<file path="src/rtl/seq_divider.sv">
// Sequential unsigned restoring divider: 2W-bit dividend / W-bit divisor, one quotient bit per
// clock, with zero-divisor and quotient-overflow short-cuts that finish in a single cycle.
module seq_divider #(
   parameter int unsigned WIDTH = 16
) (
   input  logic               clk,
   input  logic               rst,
   input  logic               start,
   input  logic [2*WIDTH-1:0] Dividend,
   input  logic [WIDTH-1:0]   Divisor,
   output logic               busy,
   output logic               done,
   output logic [WIDTH-1:0]   Quotient,
   output logic [WIDTH-1:0]   Remainder,
   output logic               div_by_zero,
   output logic               overflow
);

   localparam int unsigned CW = (WIDTH > 1) ? $clog2(WIDTH) : 1;

   typedef enum logic [1:0] {StIdle, StRun, StDone} state_e;

   state_e           state;
   logic [WIDTH-1:0] rem;
   logic [WIDTH-1:0] low;
   logic [WIDTH-1:0] dvsr;
   logic [CW-1:0]    cnt;

   logic [WIDTH:0]   trial;
   logic             ge;
   logic [WIDTH-1:0] diff;
   logic [WIDTH-1:0] rem_nxt;
   logic [WIDTH-1:0] quo_nxt;

   // rem < dvsr always holds, so the top bit of the partial remainder is implicitly 0 and the
   // W-bit modular difference is exact whenever trial >= dvsr.
   always_comb begin
      trial   = {rem, low[WIDTH-1]};
      ge      = (trial >= {1'b0, dvsr});
      diff    = trial[WIDTH-1:0] - dvsr;
      rem_nxt = ge ? diff : trial[WIDTH-1:0];
      quo_nxt = {low[WIDTH-2:0], ge};
   end

   always_ff @(posedge clk or posedge rst) begin
      if (rst) begin
         state       <= StIdle;
         busy        <= 1'b0;
         done        <= 1'b0;
         Quotient    <= '0;
         Remainder   <= '0;
         div_by_zero <= 1'b0;
         overflow    <= 1'b0;
         rem         <= '0;
         low         <= '0;
         dvsr        <= '0;
         cnt         <= '0;
      end else begin
         unique case (state)
            StIdle: begin
               done <= 1'b0;
               if (start) begin
                  busy <= 1'b1;
                  if (Divisor == '0) begin
                     Quotient    <= '1;
                     Remainder   <= Dividend[WIDTH-1:0];
                     div_by_zero <= 1'b1;
                     overflow    <= 1'b0;
                     done        <= 1'b1;
                     state       <= StDone;
                  end else if (Dividend[2*WIDTH-1:WIDTH] >= Divisor) begin
                     Quotient    <= '1;
                     Remainder   <= '0;
                     div_by_zero <= 1'b0;
                     overflow    <= 1'b1;
                     done        <= 1'b1;
                     state       <= StDone;
                  end else begin
                     rem   <= Dividend[2*WIDTH-1:WIDTH];
                     low   <= Dividend[WIDTH-1:0];
                     dvsr  <= Divisor;
                     cnt   <= CW'(WIDTH - 1);
                     state <= StRun;
                  end
               end
            end
            StRun: begin
               // The low-half shift register fills with quotient bits as dividend bits leave it.
               rem <= rem_nxt;
               low <= quo_nxt;
               cnt <= cnt - 1'b1;
               if (cnt == '0) begin
                  Quotient    <= quo_nxt;
                  Remainder   <= rem_nxt;
                  div_by_zero <= 1'b0;
                  overflow    <= 1'b0;
                  done        <= 1'b1;
                  state       <= StDone;
               end
            end
            StDone: begin
               done  <= 1'b0;
               busy  <= 1'b0;
               state <= StIdle;
            end
            default: begin
               done  <= 1'b0;
               busy  <= 1'b0;
               state <= StIdle;
            end
         endcase
      end
   end

endmodule

</file>
<file path="config.mk">
export PLATFORM = sky130hd
export DESIGN_NAME = seq_divider
export DESIGN_NICKNAME = d
export VERILOG_FILES = /design/src/rtl/seq_divider.sv
export SDC_FILE = /design/constraint.sdc
export NUM_CORES = 1
export LEC_CHECK = 0
export ABC_AREA = 1
export BUFFER_PORTS_ARGS = -buffer_cell sky130_fd_sc_hd__buf_4
export CAP_MARGIN = 0
export CORE_MARGIN = 1.5
export CORE_UTILIZATION = 55
export CTS_CLUSTER_DIAMETER = 200
export DETAILED_ROUTE_END_ITERATION = 10
export PLACE_DENSITY = 0.88
export SYNTH_ARGS = -nofsm -noshare
export SYNTH_HDL_FRONTEND = slang
export SYNTH_SLANG_ARGS = --single-unit
</file>
<file path="constraint.sdc">
create_clock -name clk -period 5.36 [get_ports clk]
set_input_delay 1.072 -clock clk [delete_from_list [all_inputs] [get_ports clk]]
set_output_delay 1.072 -clock clk [all_outputs]
set_load 0.02 [all_outputs]
</file>
==> Word-level counts from Yosys, hierarchy flattened <==
Cells that the tools add are included.
W data, S select, Z words.
{ "op_classes": {"add_sub_neg": 2, "n_mul": 0, "div_mod_pow": 0, "magnitude_cmp": 2, "n_eq_ne": 6, "shift": 0, "mux": 44, "n_bitwise": 3, "n_reduce_logical": 9} }
{ "ops": {"columns": ["op", "count"], "rows": [
  ["$mux W16", 15],
  ["$pmux W16 S2", 4],
  ["$ge A17 B16 Y1", 1],
  ["$ge A16 B16 Y1", 1],
  ["$logic_not A16 Y1", 1],
  ["$sub A16 B16 Y16", 1],
  ["$mux W1", 12],
  ["$mux W4", 3],
  ["$reduce_and A4 Y1", 3],
  ["$mux W2", 4],
  ["$ne A2 B2 Y1 const B", 4],
  ["$pmux W1 S2", 4],
  ["$pmux W4 S2", 1],
  ["$logic_not A4 Y1", 1],
  ["$pmux W2 S2", 1],
  ["$reduce_and A2 Y1", 2],
  ["$sub A4 B1 Y4 const B", 1],
  ["$ne A3 B3 Y1 const B", 1],
  ["$not A1 Y1", 3],
  ["$eq A2 B1 Y1 const B", 1],
  ["$logic_not A2 Y1", 1],
  ["$reduce_bool A2 Y1", 1]
]} }
{ "word_totals": {"ff_bits": 90, "latchBits": 0, "ramBits": 0, "rom_bits": 0, "inputBits": 51, "output_inout_bits": 36, "elab_cells": 77, "n_memories": 0} }

==> Logic depth before layout (Yosys ltp) <==
Gate-level depths: netlist of the first run.
{ "logic_depth": {"depth_word": 5, "ltp_mapped": 17, "ltp_nobuf": 16} }

==> Worst setup path after synthesis of the first run <==
No wires, ideal clock.
{ "synth_timing": {"path_type": "input to register", "from": "in Divisor[9]", "to": "reg dvsr[10]", "setup_time_ns": 0.126, "arrival_time_ns": 2.497, "required_time_ns": 5.234, "slack_ns": 2.737, "path_stages": 14, "path_buffers": 2, "cell_sequence": "inv_1 -> ha_1 -> nand2_1 -> nand2_1 -> nand2_1 -> nand2_1 -> nand2_1 -> nand2_1 -> nor2_1 -> nand3_2 -> nor2_1 -> buf_4 -> buf_4 -> o21ai_0"} }
{ "synth_via": {"elab_chain_len": 3, "word_cells_on_any_way": 5, "classes_between": "order compare: 1; bitwise: 2; reduce/logical: 2"} }
{ "synth_rtl": {"columns": ["element", "line", "text"], "rows": [
  ["from (decl)", "10", "input logic [WIDTH-1:0] Divisor,"],
  ["$ge A16 B16 Y1 / $logic_not A16 Y1 (equally long branches)", "71, 64", null],
  ["$not A1 Y1 (no source line)", null, null],
  ["$reduce_and A4 Y1 (no source line) (*)", null, null],
  ["to (signal assigned)", "81", "dvsr <= Divisor;"],
  ["to (decl)", "26", "logic [WIDTH-1:0] dvsr;"]
]} }
Mark *: on every way between the ends. The rest lies on a longest branch, timed or not.
A chain may end at the register's enable or synchronous reset.

==> Worst setup path after layout of the first run <==
{ "layout_timing": {"from": "in Divisor[13]", "to": "reg dvsr[0]"} }
The elaborated chain is that of the path after synthesis.

==> results by group, run 1 <==
Status
  • Run status: finished clean

Power
  • Total power: 4540 uW
  • Leakage: 0.00373 uW
  • Peak VDD IR: 0.373 mV
  • Cell Pwr Density: 674 nW/um^2

Floorplanning
  • Die Span Y: 106 um
  • I/O Pins: 87
  • Die area: 11100 um^2
  • Die Span X: 106 um
  • Std cell rows: 37
  • Starting Density: between 50% and 60%
  • Core Region: 10300 um^2

Routing
  • DR pass1 iterations: 5
  • Via count: 5624
  • Initial DRC Count: ~520
  • Post-Route WL: 15.4 mm
  • Met3 WL post-DR: approximately 1.3 mm
  • Top layer in use: met4
  • Met1 Routed Length: roughly 6.4 mm
  • Drc violations: 0
  • Avg WL per Cell: 15.1 um
  • Post-route ant nets: 0
  • Via density: 5.51
  • Met2 wire length: a little over 7 mm

Worst setup path
  • Crit Path Class: in -> reg
  • Delay-heaviest family, CP: simple AND/OR/NAND/NOR gates
  • Worst path arrival time: 3310 ps
  • CP Capture Type: flop
  • CP cell instances: buf_4 -> inv_1 -> ha_1 -> a21oi_1 -> o21ai_0 -> nor2_1 -> nand3_2 -> nor2_2 -> buf_4 -> inv_1 -> nand2_1 -> nand2_1
  • Top fanout value on the critical path: 26
  • Slowest CP cell: nand3_2
  • CP peak stage delay: 370 ps
  • Req. time, crit path: roughly 5600 ps
  • Critical Path Source Type: primary input
  • Buf+Inv Stages, Crit Path: 4

Synthesis
  • Avg Cell Area, Syn: 7.16 um^2
  • Post-Syn Nets: 892
  • Mapped Cells: 807
  • Top post-synthesis cells by area: dfrtp_1, nand2_1, ha_1
  • Mapped Area: 5780 um^2
  • Largest area contributor in the netlist: dfrtp_1
  • Number of distinct library cells after synthesis: 33
  • Yosys reg bits: 90
  • Area share of the largest cell type after synthesis: 39.0%
  • Yosys warns: 0
  • Post-synthesis sequential area ratio: 39.0%

STA
  • Worst Skew: 18.2 ps
  • Worst Setup Slack, final: 2310 ps
  • Max Transition Viols Final: 0
  • Hold Fails Final Rpt: 0
  • Slew Limit Headroom: between 30 and 40%
  • Tmin final: between 3000 and 4000 ps
  • Worst Tran Pin Value: 986 ps
  • F_max: 327 MHz
  • Crit share post-route: 57.0%
  • Setup TNS: 0 ps
  • Unrepaired setup endpoints after global routing: false
  • Setup violators final: 0

Clocking
  • # H-tree levels: 3
  • Hold buffers post-CTS: 0
  • Clock sinks: 90
  • Clk_lat worst skew: roughly 380 ps
  • CTS tree: built
  • Clock buffer depth: 2
  • Postcts setup bufs: 0
  • Total CTS buffers: 9
  • Post_cts resized: 0
  • Root buffer cell: clkbuf_8
  • Reg clk slew, reported paths: 100 ps

Final layout
  • Fillers: 870
  • Most frequent cells in the layout: nand2_1, inv_1, buf_4
  • Multi-input gate area: 2920 um^2
  • Most common cell after layout, fill and taps aside: nand2_1
  • Post-Layout Cell Count: 1020
  • Share of layout cells above drive strength 1: 14.5%
  • Layout area overhead: 16.5%
  • Diodes inserted: 0
  • Layout Nets: 964
  • Reg area: 2250 um^2

GRT
  • Antenna violations before repair: 0
  • Pin count of the biggest net entering global routing: 66
  • First-pass GRT wire length: 25.5 mm
  • Vias in the first global route: 5354
  • Tot GR Track Use: 29.0%
  • GRT Residual Overflow: 0

Min path
  • Worst hold path type: reg -> reg

Place
  • Post-Place Cells: 1004
  • DPL Wire Length: 11.3 mm
  • Setup WS pre-CTS: 2020 ps
  • GPL Wtd Cong: 0.919
  • Port Buffer Count: 86

Flow run
  • Max-cap violations: 0
[registers in the layout, indices dropped and copies added (netlist names)]
register and flops:
done 1, state 2, overflow 1, low 16, cnt 4, rem 16
div_by_zero 1, dvsr 16, busy 1, Remainder 16, Quotient 16
[path summary, 6_finish.rpt]
check	start	end	slack [ps]	cells past startpoint
worst max-delay path	Divisor[13]	dvsr[0]$_DFFE_PP0P_	2310	12
worst min-delay path	Quotient[14]$_DFFE_PP0P_	Quotient[14]$_DFFE_PP0P_	490	2
worst max register to register	rem[8]$_DFFE_PP0P_	low[0]$_DFFE_PP0P_	2350	13
worst min register to register	Quotient[14]$_DFFE_PP0P_	Quotient[14]$_DFFE_PP0P_	490	2
max in group asynchronous	rst	rem[15]$_DFFE_PP0P_	3470	3
min in group asynchronous	rst	Remainder[8]$_DFFE_PP0P_	900	2
[per-stage QoR]
stage	util [%]	hold WS, ps	instance area, um^2
after floorplan	-	446	5780
after global placement	62.9	467	6460
after detailed placement	62.9	469	6460
after CTS	65.5	499	6740
after global routing	65.5	515	6740
final	65.5	493	6740
[power breakdown]
part | switching (uW) | leakage [uW] | internal [uW]
clock | 271 | 0.000134 | 361
combinational | 1770 | 0.00249 | 939
sequential | 192 | 0.00111 | 1000
total | 2230 | 0.00373 | 2300
[synth_stat cells]
master / count
buf_2: 7
and2_1: 1
nand2_2: 3
clkbuf_1: 7
buf_6: 5
nand3_1: 75
buf_1: 7
nand2_1: 288
xnor2_1: 1
nor2_1: 34
a21oi_1: 15
nand3b_1: 6
ha_1: 33
nor2_2: 2
o21bai_1: 1
or2_1: 1
nor3_4: 1
o21a_1: 15
o211ai_1: 2
o21ai_0: 31
nand4_1: 44
buf_4: 7
o21ai_2: 2
dfrtp_1: 90
a21o_1: 1
nor3_1: 4
fa_1: 1
or2_2: 4
xor2_1: 6
nand3_2: 1
a31oi_2: 1
inv_2: 2
inv_1: 109
[worst register-to-register path: stages, from the launching register on]
cell and delay [ps]:
dfrtp_1 420, ha_1 400, nand2_1 150, inv_1 60, nand2_1 80, nor2_1 80, nand3_1 70, nand2_1 60
nor2_2 610, nand2_2 420, nor2_1 360, nor2_1 80, nand2_1 60, nand2_1 40
[routing by layer]
layer  vias to the layer above  track usage, %
met5                         -               0
met4                         0            11.7
met3                        35            5.32
met2                       253            46.1
met1                      2616            39.2
li1                       2720               -
[kinds of logic after synthesis]
logic type	count (synthesis)	synth area share (%)
AO/OA/AOI/OAI	68	6.97
XOR/XNOR	7	1.06
adder cells (fa/ha/maj)	34	7.49
buffers and inverters	144	10.6
flip-flops	90	39.0
AND/OR/NAND/NOR	464	34.9
[area by class of cell]
type	count	area share (%)
Inverter	111	6.20
Clock inverter	7	2.17
Sequential cell	90	33.4
Timing Repair Buffer	94	10.5
Tap cell	136	2.53
Clock buffer	9	1.84
Multi-Input combinational cell	573	43.3
(Power assumes the default switching activity.)
==> run 2, diff against run 1 <==
ABC_AREA = 0   (was 1)
PLACE_DENSITY = 0.9   (was 0.88)
clock period = 2.9 ns   (was 5.36 ns; I/O delays follow)
==> run 2 against run 1 <==
Against the previous run:
- sequential power up 77%
- core utilization up 3.9 points
- die area down 14%
- non-clock buffer count up 12
- register-to-register slack worse by 2100 ps
- clock power up 57%
- global-route usage up 0.17 points
- first-iteration DRC count down 28%
- setup slack worse by 2100 ps
- critical path type unchanged
- largest power group unchanged
- highest routed layer unchanged
==> results by group, run 2 <==
Worst setup path
  • Delay-heaviest family, CP: compound AO/OA/AOI/OAI gates
  • Req. time, crit path: 3130 ps
  • CP cell instances: buf_4 -> inv_1 -> ha_1 -> nand2b_1 -> a2111o_1 -> a221oi_1 -> o21ai_1 -> a21oi_2 -> a31oi_2 -> buf_4 -> a22oi_1 -> o21ai_0
  • Worst path arrival time: between 2000 and 3000 ps
  • Reg-to-Reg End: rem[4]$_DFFE_PP0P_
  • Critical Path Source Type: primary input
  • Crit Path Class: in -> reg
  • CP Capture Type: flop
  • Setup slack, reg-to-reg: 210 ps
  • Top fanout value on the critical path: 12
  • CP peak stage delay: 440 ps
  • Buf+Inv Stages, Crit Path: 3
  • Slowest CP cell: a2111o_1
  • Most frequent CP cell: buf_4
  • Critical R2R Launch: rem[2]$_DFFE_PP0P_
  • Worst R2R Path Depth: 9

Place
  • Post-Place Cells: 738
  • DPL Wire Length: 10.1 mm
  • GPL Wtd Cong: between 0.9 and 1
  • Port Buffer Count: 86
  • Post-Place Cell Area: roughly 5800 um^2

Synthesis
  • Ys async rst share: 100%
  • Synth Flop Type: dfrtp_1
  • Largest area contributor in the netlist: dfrtp_1
  • Mapped Area: 4970 um^2
  • Avg Cell Area, Syn: 9.08 um^2
  • Area share of the largest cell type after synthesis: 45.3%
  • Yosys reg bits: 90
  • Number of distinct library cells after synthesis: 49
  • Top post-synthesis cells by area: dfrtp_1, ha_1, o21ai_0
  • Synth top cells by count: dfrtp_1, o21ai_0, inv_1, nor2_1, nand2_1
  • Post-synthesis sequential area ratio: 45.3%
  • Yosys warns: 0
  • Post-Syn Nets: ~630
  • Count leader, synth: dfrtp_1
  • Post-synth EDFFs: 0
  • Mapped Cells: 548

STA
  • F_max: 365 MHz
  • Tmin final: 2740 ps
  • Worst Skew: between 10 and 15 ps
  • Setup TNS: 0 ps
  • Hold Fails Final Rpt: 0
  • Unrepaired setup endpoints after global routing: false
  • Crit share post-route: 94.4%
  • Max Transition Viols Final: 0
  • Setup violators final: 0
  • Worst Tran Pin Value: 571 ps
  • Slew Limit Headroom: 61.4%

Final layout
  • Fillers: 674
  • Most frequent cells in the layout: buf_4, dfrtp_1, o21ai_0
  • Share of layout cells above drive strength 1: 20.1%
  • Post-route cell area: about 6100 um^2
  • Post-layout util: 69.4%
  • Layout Nets: around 730
  • Diodes inserted: 0
  • Layout area overhead: 22.3%
  • Post-Layout Cell Count: 754
  • Most common cell after layout, fill and taps aside: buf_4

Clocking
  • Reg clk slew, reported paths: around 100 ps
  • Root buffer cell: clkbuf_8
  • Clock sinks: 90
  • Postcts setup bufs: 0
  • Clk_lat worst skew: 370 ps
  • # H-tree levels: 3
  • Total CTS buffers: 9
  • Clock buffer depth: 2
  • CTS tree: built

Power
  • Leakage: 0.00295 uW
  • Cell Pwr Density: 1250 nW/um^2
  • Peak VDD IR: about 0.47 mV
  • Total power: 7620 uW

Flow run
  • Max-cap violations: 0

Routing
  • DR pass1 iterations: 5
  • Via density: between 6 and 7
  • Post-route ant nets: 0
  • Post-Route WL: 13.6 mm
  • Via count: ~4.6k
  • Avg WL per Cell: 18.0 um
  • Initial DRC Count: 371
  • Drc violations: 0

Floorplanning
  • Core Region: 8760 um^2
  • Std cell rows: 34
  • Die Span X: 98.1 um
  • Starting Density: approximately 57%
  • I/O Pins: 87
  • Die Span Y: 98.1 um
  • Die area: slightly below 10000 um^2

Status
  • Run status: finished clean

Min path
  • Worst hold path type: in -> async

GRT
  • First-pass GRT wire length: 22.4 mm
  • Antenna violations before repair: 0
  • Pin count of the biggest net entering global routing: 49
  • Vias in the first global route: 4562
  • Tot GR Track Use: 29.1%
  • GRT Residual Overflow: 0
[run 2: worst max-delay path by stage]
stage | start | slack (ps) | cells past startpoint | end
6_report | Dividend[16] | 160 | 12 | rem[4]$_DFFE_PP0P_
5_1_grt | Dividend[16] | 10 | 12 | rem[14]$_DFFE_PP0P_
4_1_cts | rem[2]$_DFFE_PP0P_ | 120 | 9 | rem[15]$_DFFE_PP0P_
3_5_place_dp | Dividend[16] | -150 | 12 | rem[1]$_DFFE_PP0P_
3_3_place_gp | Dividend[16] | 1 | 12 | rem[7]$_DFFE_PP0P_
2_1_floorplan | Dividend[16] | 200 | 11 | rem[12]$_DFFE_PP0P_
[run 2: final cells by class]
type	count	area (um^2)	share of cell area, %
Inverter	60	229	3.76
Timing Repair Buffer	106	833	13.7
Clock buffer	10	128	2.10
Sequential cell	90	2250	37.0
Tap cell	108	135	2.22
Clock inverter	6	97.6	1.60
Multi-Input combinational cell	374	2410	39.6
[run 2: through the flow]
| step | worst slack [ps] | hold WS, ps |
|---|---|---|
| 5_1_grt | 10.0 | 195 |
| 2_1_floorplan | 196 | 426 |
| 6_report | 163 | 184 |
| 4_1_cts | 122 | 187 |
| 3_5_place_dp | -152 | 454 |
| 3_3_place_gp | 1.49 | 445 |
[run 2: metal layers]
metal / routed length (um) / GRT usage (%) / vias to the layer above
li1: - / - / 2133
met1: 5680 / 39.4 / 2242
met2: 6540 / 46.4 / 231
met3: 990 / 6.30 / 42
met4: 393 / 10.7 / 0
met5: 0 / 0 / -
[run 2: cells by family after synthesis]
logic type	synth area share [%]
flip-flops	45.3
XOR/XNOR	1.76
multiplexers	2.06
adder cells (fa/ha/maj)	8.70
AND/OR/NAND/NOR	11.4
buffers and inverters	6.67
AO/OA/AOI/OAI	24.2
[run 2: what timing repair did]
item | 4_1_cts | 5_1_grt
endpoints found under the setup margin | 0 | 16
hold buffers | 0 | 0
resized for setup | 0 | 3
endpoints found under the hold margin | 0 | 0
[run 2: power breakdown]
part	switching [uW]	internal, uW	leakage (uW)
clock network	491	500	0.000113
logic	2740	1770	0.00178
registers	336	1780	0.00106
==> run 3, diff against run 2 <==
CORE_UTILIZATION = 45   (was 55)
PLACE_DENSITY = 0.77   (was 0.9)
RECOVER_POWER = 25   (was default)
==> run 3 against run 2 <==
Against the previous run:
- the flow now finishes with violations (max-capacitance violations, max-slew violations)
- cell count is 4.6% higher
- routed wire length shrank 2.6%
- sequential share of layout area is 0.13 points lower
- sequential power about the same
- clock power decreased by 8.7%
- non-clock buffer count up 3
- setup slack lost 22 ps
- combinational power shrank 4%
- critical path type unchanged
- largest power group unchanged
==> results by group, run 3 (synthesis results as in run 2) <==
Status
  • Run status: finished with violations
  • Violated checks: max-capacitance violations, max-slew violations

Final layout
  • Reg area: 2250 um^2
  • Share of layout cells above drive strength 1: 20.0%
  • Most common cell after layout, fill and taps aside: buf_4
  • Diodes inserted: 0
  • Fillers: 966
  • Layout Nets: 729
  • Layout area overhead: 22.8%
  • Post-layout util: a little under three fifths
  • Post-Layout Cell Count: 789
  • Most frequent cells in the layout: buf_4, dfrtp_1, o21ai_0
  • Multi-input gate area: 2400 um^2

STA
  • Setup TNS: 0 ps
  • Tmin final: roughly 2800 ps
  • Unrepaired setup endpoints after global routing: false
  • Crit share post-route: 95.1%
  • F_max: 362 MHz
  • Worst Setup Slack, final: between 100 and 150 ps
  • Worst Skew: 9.55 ps
  • Max Transition Viols Final: 40
  • Slew Limit Headroom: -14.8%
  • Hold Fails Final Rpt: 0
  • Worst Tran Pin Value: 1710 ps
  • Setup violators final: 0

Clocking
  • Root buffer cell: clkbuf_8
  • # H-tree levels: 3
  • Reg clk slew, reported paths: about 90 ps
  • Hold buffers post-CTS: 0
  • Postcts setup bufs: 0
  • Total CTS buffers: 9
  • Post_cts resized: 0
  • Clk_lat worst skew: 370 ps
  • Clock buffer depth: 2
  • CTS tree: built
  • Clock sinks: 90

Place
  • Post-Place Cells: 773
  • Setup WS pre-CTS: -254 ps
  • Port Buffer Count: 86
  • DPL Wire Length: 10.4 mm
  • GPL Wtd Cong: 0.904

Power
  • Fraction of power spent switching nets: 45.7%
  • Leakage: 0.00294 uW
  • Internal power: between 3000 and 4000 uW
  • Cell Pwr Density: 1200 nW/um^2
  • Switching pwr: 3360 uW
  • Peak VDD IR: 0.482 mV
  • Clk pwr share: about an eighth
  • Logic pwr share: 58.8%
  • Seq pwr share: between 20% and 30%
  • Total power: 7350 uW

GRT
  • Pin count of the biggest net entering global routing: 47
  • Antenna violations before repair: 0
  • Vias in the first global route: 4375
  • GRT Residual Overflow: 0
  • First-pass GRT wire length: 21.6 mm
  • Tot GR Track Use: 23.6%

Worst setup path
  • Slowest CP cell: a2111o_1
  • Crit Path Class: in -> reg
  • Worst path arrival time: 3000 ps
  • Req. time, crit path: 3140 ps
  • CP cell instances: buf_4 -> inv_1 -> ha_1 -> nand2b_1 -> a2111o_1 -> a221oi_1 -> o21ai_1 -> a21oi_2 -> a31oi_2 -> buf_12 -> a222oi_1 -> nand2_1
  • CP Capture Type: flop
  • Top fanout value on the critical path: 15
  • CP peak stage delay: about 400 ps
  • Delay-heaviest family, CP: compound AO/OA/AOI/OAI gates
  • Critical Path Source Type: primary input
  • Buf+Inv Stages, Crit Path: 3

Floorplanning
  • Die Span X: roughly 110 um
  • Starting Density: between 40% and 50%
  • Core Region: about 11000 um^2
  • Die area: 11700 um^2
  • Die Span Y: 108 um
  • I/O Pins: 87
  • Std cell rows: 38

Routing
  • Initial DRC Count: 354
  • Via count: 4569
  • Via density: 5.79
  • Post-route ant nets: 0
  • Post-Route WL: 13.3 mm
  • DR pass1 iterations: 5
  • Drc violations: 0
  • Avg WL per Cell: 16.8 um

Flow run
  • Max-cap violations: 1

Min path
  • Worst hold path type: in -> reg
[run 3: power by group through the flow]
stage,sequential (uW),clock (uW),combinational [uW]
final,2120,905,4320
after global routing,2180,982,4800
after CTS,2120,921,4280
after detailed placement,2130,0,4270
after global placement,2110,0,4130
after floorplan,2230,0,2890
[run 3: worst paths after layout]
| kind | from | to | slack, ps | cells past startpoint |
|---|---|---|---|---|
| setup / recovery | Dividend[16] | rem[12]$_DFFE_PP0P_ | 140 | 12 |
| hold / removal | Divisor[2] | dvsr[2]$_DFFE_PP0P_ | 440 | 3 |
| setup reg to reg | rem[1]$_DFFE_PP0P_ | Remainder[12]$_DFFE_PP0P_ | 220 | 9 |
| hold reg to reg | div_by_zero$_DFFE_PP0P_ | div_by_zero$_DFFE_PP0P_ | 500 | 1 |
| max in group asynchronous | rst | Remainder[9]$_DFFE_PP0P_ | 940 | 3 |
| min in group asynchronous | rst | dvsr[2]$_DFFE_PP0P_ | 620 | 2 |
[run 3: area by class of cell]
type	count	area share, %
Clock buffer	10	2.25
Clock inverter	6	1.21
Sequential cell	90	36.9
Timing Repair Buffer	109	13.8
Multi-Input combinational cell	374	39.3
Inverter	60	3.71
Tap cell	140	2.87
[run 3: tightest hold or removal path, delay by kind of cell]
kind                   cells  cell delay (ps)
buffers and inverters      1               90
AND/OR/NAND/NOR            1               40
AO/OA/AOI/OAI              1               60
[run 3: through the flow]
step	hold slack [ps]	cell area, um^2
detailed placement	477	5910
CTS	389	6120
global route	446	6110
finish	438	6110
floorplan	426	4980
global placement	453	5910
[run 3: per-layer routing]
metal | vias to the layer above | routed length [um] | global-route usage, %
li1 | 2144 | - | -
met1 | 2212 | 5790 | 32.5
met2 | 192 | 6130 | 38.3
met3 | 21 | 1070 | 3.56
met4 | 0 | 257 | 7.61
met5 | - | 0 | 0
